--- src/rtl/alu_issue_pkg.sv ---
// Shared definitions for the ALU issue controller: op indices, FSM state
// encoding and op decode helpers.
package alu_issue_pkg;

  localparam int OP_IDX_W    = 4;
  localparam int OP_ONEHOT_W = 9;

  localparam logic [OP_IDX_W-1:0] OP_SUM  = 4'd0;
  localparam logic [OP_IDX_W-1:0] OP_SUB  = 4'd1;
  localparam logic [OP_IDX_W-1:0] OP_OR   = 4'd2;
  localparam logic [OP_IDX_W-1:0] OP_AND  = 4'd3;
  localparam logic [OP_IDX_W-1:0] OP_NO   = 4'd4;
  localparam logic [OP_IDX_W-1:0] OP_RSF  = 4'd5;
  localparam logic [OP_IDX_W-1:0] OP_LSF  = 4'd6;
  localparam logic [OP_IDX_W-1:0] OP_RLF  = 4'd7;
  localparam logic [OP_IDX_W-1:0] OP_LLF  = 4'd8;
  localparam logic [OP_IDX_W-1:0] OP_LAST = 4'd8;

  typedef enum logic [1:0] {
    ST_IDLE    = 2'd0,
    ST_ISSUE   = 2'd1,
    ST_CAPTURE = 2'd2,
    ST_RESP    = 2'd3
  } issue_state_t;

  // Indices above OP_LAST decode to an all-zero code.
  function automatic logic [OP_ONEHOT_W-1:0] op_to_onehot(input logic [OP_IDX_W-1:0] op);
    logic [OP_ONEHOT_W-1:0] v;
    v = '0;
    if (op <= OP_LAST) v = {{(OP_ONEHOT_W-1){1'b0}}, 1'b1} << op;
    return v;
  endfunction

  function automatic logic op_is_arith(input logic [OP_IDX_W-1:0] op);
    return (op == OP_SUM) || (op == OP_SUB);
  endfunction

endpackage

--- src/rtl/alu_issue_fifo.sv ---
// Command buffer for the ALU issue controller: DEPTH x WIDTH synchronous
// FIFO with wrap-bit pointers, full/empty flags and async active-low reset.
module alu_issue_fifo #(
  parameter int WIDTH = 24,
  parameter int DEPTH = 2
) (
  input  logic             i_clk,
  input  logic             i_rst_n,
  input  logic             i_push,
  input  logic [WIDTH-1:0] i_wdata,
  input  logic             i_pop,
  output logic [WIDTH-1:0] o_rdata,
  output logic             o_full,
  output logic             o_empty
);

  localparam int AW = $clog2(DEPTH);

  logic [WIDTH-1:0] r_mem [DEPTH];
  logic [AW:0]      r_wr_ptr;
  logic [AW:0]      r_rd_ptr;
  logic             w_do_push;
  logic             w_do_pop;

  // Pointers carry one extra wrap bit so full and empty are distinguishable.
  assign o_empty   = (r_wr_ptr == r_rd_ptr);
  assign o_full    = (r_wr_ptr[AW] != r_rd_ptr[AW]) &&
                     (r_wr_ptr[AW-1:0] == r_rd_ptr[AW-1:0]);
  assign w_do_push = i_push && !o_full;
  assign w_do_pop  = i_pop && !o_empty;
  assign o_rdata   = r_mem[r_rd_ptr[AW-1:0]];

  always_ff @(posedge i_clk or negedge i_rst_n) begin
    if (!i_rst_n) begin
      r_wr_ptr <= '0;
      r_rd_ptr <= '0;
    end else begin
      if (w_do_push) r_wr_ptr <= r_wr_ptr + 1'b1;
      if (w_do_pop)  r_rd_ptr <= r_rd_ptr + 1'b1;
    end
  end

  always_ff @(posedge i_clk) begin
    if (w_do_push) r_mem[r_wr_ptr[AW-1:0]] <= i_wdata;
  end

endmodule

--- src/rtl/alu_issue_ctrl.sv ---
// Command-side driver for the one-hot-opcode ALU: buffers commands, holds the
// ALU code for the op's latency, captures the result and returns a response.
// Optional flag outputs (rsp_zero, rsp_neg, sat_overflow) under ALU_ISSUE_FLAGS_EN.
module alu_issue_ctrl
  import alu_issue_pkg::*;
#(
  parameter int DATA_W    = 10,
  parameter int OP_W      = 9,
  parameter int CMD_DEPTH = 2,
  parameter int ARITH_LAT = 3,
  parameter int LOGIC_LAT = 1
) (
  input  logic              CLK,
  input  logic              RST_N,
  input  logic              cmd_valid,
  output logic              cmd_ready,
  input  logic [3:0]        cmd_op,
  input  logic [DATA_W-1:0] cmd_a,
  input  logic [DATA_W-1:0] cmd_b,
  output logic [OP_W-1:0]   alu_code,
  output logic [DATA_W-1:0] alu_imData,
  output logic [DATA_W-1:0] alu_data,
  input  logic [DATA_W-1:0] alu_out,
  input  logic              alu_carry,
  output logic              rsp_valid,
  input  logic              rsp_ready,
  output logic [DATA_W-1:0] rsp_data,
  output logic              rsp_carry,
  output logic              rsp_err,
  output logic              busy,
`ifdef ALU_ISSUE_FLAGS_EN
  output logic              rsp_zero,
  output logic              rsp_neg,
  output logic              sat_overflow,
`endif
  output logic [1:0]        dbg_state
);

  // Both ports transfer on a clock edge where valid && ready are high; a
  // producer holds valid and its payload steady until that edge, and ready
  // never depends combinationally on the other side's valid or ready.

  localparam int FIFO_W  = 4 + 2 * DATA_W;
  localparam int MAX_LAT = (ARITH_LAT > LOGIC_LAT) ? ARITH_LAT : LOGIC_LAT;
  localparam int CNT_W   = (MAX_LAT > 1) ? $clog2(MAX_LAT) : 1;
  localparam int MSB     = DATA_W - 1;

  issue_state_t r_state;
  issue_state_t w_next_state;

  logic              w_full;
  logic              w_empty;
  logic              w_push;
  logic              w_pop;
  logic [FIFO_W-1:0] w_fifo_wdata;
  logic [FIFO_W-1:0] w_fifo_rdata;
  logic [3:0]        w_head_op;
  logic [DATA_W-1:0] w_head_a;
  logic [DATA_W-1:0] w_head_b;
  logic              w_head_legal;

  logic [OP_W-1:0]   r_code;
  logic [DATA_W-1:0] r_imdata;
  logic [DATA_W-1:0] r_data;
  logic [CNT_W-1:0]  r_cnt;
  logic              r_is_arith;
  logic [DATA_W-1:0] r_rsp_data;
  logic              r_rsp_carry;
  logic              r_rsp_err;

`ifdef ALU_ISSUE_FLAGS_EN
  logic r_is_sub;
  logic r_rsp_zero;
  logic r_rsp_neg;
  logic r_sat;
  logic w_sat;
`endif

  assign w_push       = cmd_valid && !w_full;
  assign cmd_ready    = !w_full;
  assign w_fifo_wdata = {cmd_op, cmd_a, cmd_b};
  assign w_pop        = (r_state == ST_IDLE) && !w_empty;

  assign w_head_op    = w_fifo_rdata[FIFO_W-1 -: 4];
  assign w_head_a     = w_fifo_rdata[2*DATA_W-1 -: DATA_W];
  assign w_head_b     = w_fifo_rdata[DATA_W-1:0];
  assign w_head_legal = (w_head_op <= OP_LAST);

  alu_issue_fifo #(
    .WIDTH (FIFO_W),
    .DEPTH (CMD_DEPTH)
  ) u_fifo (
    .i_clk   (CLK),
    .i_rst_n (RST_N),
    .i_push  (w_push),
    .i_wdata (w_fifo_wdata),
    .i_pop   (w_pop),
    .o_rdata (w_fifo_rdata),
    .o_full  (w_full),
    .o_empty (w_empty)
  );

  always_ff @(posedge CLK or negedge RST_N) begin
    if (!RST_N) r_state <= ST_IDLE;
    else        r_state <= w_next_state;
  end

  always_comb begin
    w_next_state = r_state;
    case (r_state)
      ST_IDLE:    if (!w_empty) w_next_state = w_head_legal ? ST_ISSUE : ST_RESP;
      ST_ISSUE:   if (r_cnt == '0) w_next_state = ST_CAPTURE;
      ST_CAPTURE: w_next_state = ST_RESP;
      ST_RESP:    if (rsp_ready) w_next_state = ST_IDLE;
      default:    w_next_state = ST_IDLE;
    endcase
  end

  // The code is only presented during ISSUE, so it reads zero in CAPTURE and idle.
  always_comb begin
    rsp_valid = (r_state == ST_RESP);
    busy      = (r_state != ST_IDLE) || !w_empty;
    alu_code  = (r_state == ST_ISSUE) ? r_code : '0;
    dbg_state = r_state;
  end

  assign alu_imData = r_imdata;
  assign alu_data   = r_data;
  assign rsp_data   = r_rsp_data;
  assign rsp_carry  = r_rsp_carry;
  assign rsp_err    = r_rsp_err;

`ifdef ALU_ISSUE_FLAGS_EN
  // SUM overflows on like-signed operands, SUB on unlike-signed ones.
  assign w_sat = r_is_arith &&
                 (r_is_sub ? (r_imdata[MSB] != r_data[MSB])
                           : (r_imdata[MSB] == r_data[MSB])) &&
                 (alu_out[MSB] != r_imdata[MSB]);
  assign rsp_zero     = r_rsp_zero;
  assign rsp_neg      = r_rsp_neg;
  assign sat_overflow = r_sat;
`endif

  always_ff @(posedge CLK or negedge RST_N) begin
    if (!RST_N) begin
      r_code      <= '0;
      r_imdata    <= '0;
      r_data      <= '0;
      r_cnt       <= '0;
      r_is_arith  <= 1'b0;
      r_rsp_data  <= '0;
      r_rsp_carry <= 1'b0;
      r_rsp_err   <= 1'b0;
`ifdef ALU_ISSUE_FLAGS_EN
      r_is_sub    <= 1'b0;
      r_rsp_zero  <= 1'b0;
      r_rsp_neg   <= 1'b0;
      r_sat       <= 1'b0;
`endif
    end else begin
      if (w_pop) begin
        if (w_head_legal) begin
          r_code     <= OP_W'(op_to_onehot(w_head_op));
          r_imdata   <= w_head_a;
          r_data     <= w_head_b;
          r_is_arith <= op_is_arith(w_head_op);
          r_cnt      <= op_is_arith(w_head_op) ? CNT_W'(ARITH_LAT - 1)
                                               : CNT_W'(LOGIC_LAT - 1);
`ifdef ALU_ISSUE_FLAGS_EN
          r_is_sub   <= (w_head_op == OP_SUB);
`endif
        end else begin
          r_rsp_data  <= '0;
          r_rsp_carry <= 1'b0;
          r_rsp_err   <= 1'b1;
`ifdef ALU_ISSUE_FLAGS_EN
          r_rsp_zero  <= 1'b0;
          r_rsp_neg   <= 1'b0;
          r_sat       <= 1'b0;
`endif
        end
      end
      if ((r_state == ST_ISSUE) && (r_cnt != '0)) r_cnt <= r_cnt - 1'b1;
      if (r_state == ST_CAPTURE) begin
        r_rsp_data  <= alu_out;
        r_rsp_carry <= r_is_arith && alu_carry;
        r_rsp_err   <= 1'b0;
`ifdef ALU_ISSUE_FLAGS_EN
        r_rsp_zero  <= (alu_out == '0);
        r_rsp_neg   <= alu_out[MSB];
        r_sat       <= w_sat;
`endif
      end
    end
  end

endmodule

--- config.mk ---
export PLATFORM = sky130hd
export DESIGN_NAME = alu_issue_ctrl
export DESIGN_NICKNAME = d
export VERILOG_FILES = /design/src/rtl/alu_issue_pkg.sv /design/src/rtl/alu_issue_fifo.sv /design/src/rtl/alu_issue_ctrl.sv
export SDC_FILE = /design/constraint.sdc
export NUM_CORES = 1
export LEC_CHECK = 0
export BUFFER_PORTS_ARGS = -buffer_cell sky130_fd_sc_hd__buf_2
export CAP_MARGIN = 40
export CORE_MARGIN = 4
export CORE_UTILIZATION = 54
export CTS_CLUSTER_SIZE = 16
export DETAILED_ROUTE_END_ITERATION = 8
export PLACE_DENSITY = 0.78
export SYNTH_ARGS = -nofsm -noshare
export SYNTH_HDL_FRONTEND = slang
export SYNTH_HIERARCHICAL = 1
export SYNTH_SLANG_ARGS = --single-unit
--- constraint.sdc ---
create_clock -name CLK -period 4 [get_ports CLK]
set_input_delay 0 -clock CLK [delete_from_list [all_inputs] [get_ports CLK]]
set_output_delay 0 -clock CLK [all_outputs]
set_load 0.01 [all_outputs]
==> impl_metrics.ini <==
[status]
status = finished, final reports clean

[clock_network]
path_clk_slew_ns = 0.09
cts_buffers = 9
cts.hold.buffers_added = 36
htree_levels = 3
insertion_delay_ns = 0.35
cts_tree = yes
clk_path_buf_depth = 2
post_cts_buffers = 0
clockRootBuffer = clkbuf_8
cts_resized = 0
cts.sinks = 98

[final_layout]
final_cell_mix = buf_2, dfrtp_1, edfxtp_1, dlygate4sd3_1, mux2_2
area_growth_pct = 25.8
n_antenna_cell = 0
seq_area_um2 = 2690
multi_input_area_um2 = 1350
nNetsFinal = 453
final_cell_area_um2 = 5210
layout_commonest_cell = buf_2
fillers = 507
drive_gt1_share_pct = 37.6

[place]
place_hpwl_um = 5210
place_area_um2 = 4650
port-buffer-count = 84
gp_congestion = 0.831

[synth]
yosys_warnings = 6
syn_area_per_cell_um2 = 14.4
synth_seq_cells = 98
syn_area_um2 = 4140
syn_inst = 287
ys_seq_area_share_pct = 65.1
yosysUniqueCellTypes = 40
syn_nets = 332

[critical_path]
path_delay_family = simple AND/OR/NAND/NOR gates
path_buf_inv = 1
cp_data_required_time_ns = 4.23
path_cells = xor2_2 > nor2_1 > nand2b_1 > inv_2 > nand2_2 > mux2_1
end_kind = register
crit_slowest_cell = nand2_2
critPathMaxStageDelay_ns = 0.59
start_kind = register
cp_max_fo = 22
arrival_ns = 3.02
crit_type = reg2reg

[global_route]
grt_max_degree = 29
overflow = 0
grt_pass1_wl_um = 13000
track_usage_pct = 19.0
antenna_found_initial = 0
grt_pass1_vias = 2706

[sta]
slew_headroom_pct = 49.8
fin_crit_ns = 2.79
worstMarginPinSlew_ns = 0.753
hold_violations = 0
report.final.slew_viol_count = 0
rsz0062_at_grt = false
setup_tns_ns = 0
setup_viol = 0
finClkSkew_ns = 0.00984
period_share_pct = 69.6
clock.fmax_mhz = 359

[detailed_routing]
drc = 0
ant_nets = 0
drtIter0Drc = 166
wirelength_um = 8090
viasPerCell = 5.23
num_vias = 2670
firstDrtPassIters = 4
wl_per_cell_um = 15.8

[floorplanning]
initial_core_util_pct = 56.2
chipHeight_um = 95.6
die-area_um2 = 9130
coreArea_um2 = 7370
row_count = 31
die_x_um = 95.6
io_pins = 85

[power_and_ir_drop]
power.density_nw_per_um2 = 797
irDropWorstVdd_mv = 0.386
report.power.total_mw = 4.15
power.leakage_nw = 2.26

[min_path]
hold_path_class = in2reg

[run]
maxCapViolCount = 0
path summary, 6_finish.rpt:
path / startpoint / to / slack, ns / cells past startpoint
setup / recovery: u_fifo/r_rd_ptr[1] / alu_data[4] / 1.21 / 6
hold / removal: cmd_valid / u_fifo/r_wr_ptr[0] / 0.09 / 3
setup reg to reg: u_fifo/r_rd_ptr[1] / alu_data[4] / 1.21 / 6
hold reg to reg: r_cnt[0] / r_cnt[0] / 0.50 / 1
max in group asynchronous: RST_N / r_cnt[0] / 3.27 / 3
min in group asynchronous: RST_N / alu_data[5] / 0.19 / 2
metrics by stage:
stage	setup slack, ns	utilization (%)	cells	hold WS (ns)
after floorplan	0.714	-	287	-0.296
after CTS	1.17	70.6	511	0.0839
final	1.21	70.6	511	0.0936
after global placement	1.33	62.9	459	0.187
after detailed placement	1.19	63.1	460	0.0219
after global routing	0.969	70.6	511	0.0966
tightest hold or removal path: stages:
cell and delay [ns]:
buf_2 0.10, nor2b_1 0.16, a21oi_1 0.14
sequential cells by signal, summed over array words and instances, names as in the netlist:
| signal | flops |
|---|---|
| r_code | 9 |
| u_fifo/r_rd_ptr | 2 |
| rsp_err | 1 |
| u_fifo/r_mem | 48 |
| dbg_state | 2 |
| u_fifo/r_wr_ptr | 2 |
| r_cnt | 2 |
| r_is_arith | 1 |
| rsp_data | 10 |
| rsp_carry | 1 |
| alu_data | 10 |
| alu_imData | 10 |
report_power, final:
group          leakage (nW)  internal [mW]  switching [mW]
logic                  1.11          0.857           0.958
clock network        0.0958          0.301           0.320
registers              1.05           1.50           0.215
metal layers:
| layer | track usage (%) | vias to the layer above | wire [um] |
|---|---|---|---|
| li1 | - | 1275 | - |
| met1 | 23.9 | 1305 | 3310 |
| met2 | 32.5 | 77 | 4260 |
| met3 | 3.31 | 13 | 365 |
| met4 | 7.70 | 0 | 158 |
| met5 | 0 | - | 0 |
synthesized netlist by cell type:
library cell | n | share of area (%)
or2_2 | 1 | 0.15
clkbuf_1 | 6 | 0.54
mux2i_1 | 2 | 0.48
nor2b_1 | 1 | 0.15
o211ai_1 | 3 | 0.54
o22a_1 | 1 | 0.21
nor3b_1 | 1 | 0.18
buf_6 | 3 | 0.82
o31a_1 | 1 | 0.21
nand3_1 | 3 | 0.36
a22o_1 | 6 | 1.3
edfxtp_1 | 48 | 35
buf_2 | 5 | 0.60
dfrtp_1 | 50 | 30
o21ai_1 | 24 | 2.9
inv_1 | 6 | 0.54
a21oi_1 | 8 | 0.97
mux2_2 | 27 | 7.3
ha_1 | 6 | 1.8
xor2_1 | 1 | 0.21
o31ai_1 | 1 | 0.18
a31oi_1 | 1 | 0.15
or3_1 | 1 | 0.15
nand2_1 | 19 | 1.7
nand2_2 | 1 | 0.15
nand4bb_1 | 1 | 0.27
o41ai_1 | 1 | 0.21
and2_1 | 9 | 1.4
inv_2 | 1 | 0.091
o21ai_0 | 9 | 1.1
nand2b_1 | 3 | 0.45
nor3_1 | 1 | 0.12
a21boi_0 | 1 | 0.18
xor2_2 | 1 | 0.39
mux2_1 | 2 | 0.54
o31ai_4 | 1 | 0.51
xnor2_1 | 1 | 0.21
nor3b_2 | 1 | 0.30
mux2_4 | 18 | 6.5
nor2_1 | 11 | 1.0
kinds of logic after synthesis:
| logic type | Yosys count | share of synthesized area (%) |
|---|---|---|
| mux | 49 | 14.9 |
| buf+inv | 21 | 2.60 |
| simple gates | 53 | 6.38 |
| fa+ha+maj | 6 | 1.81 |
| xor+xnor | 3 | 0.816 |
| flops | 98 | 65.1 |
| compound gates | 57 | 8.43 |
area by class of cell:
class	instances	share of cell area (%)
flip-flops and latches	98	51.7
multi-input cells	168	25.9
repair buffers	124	15.8
clock buffers	10	2.64
well taps	99	2.38
clock inverters	5	1.06
inverters	7	0.505
(Power assumes the default switching activity.)
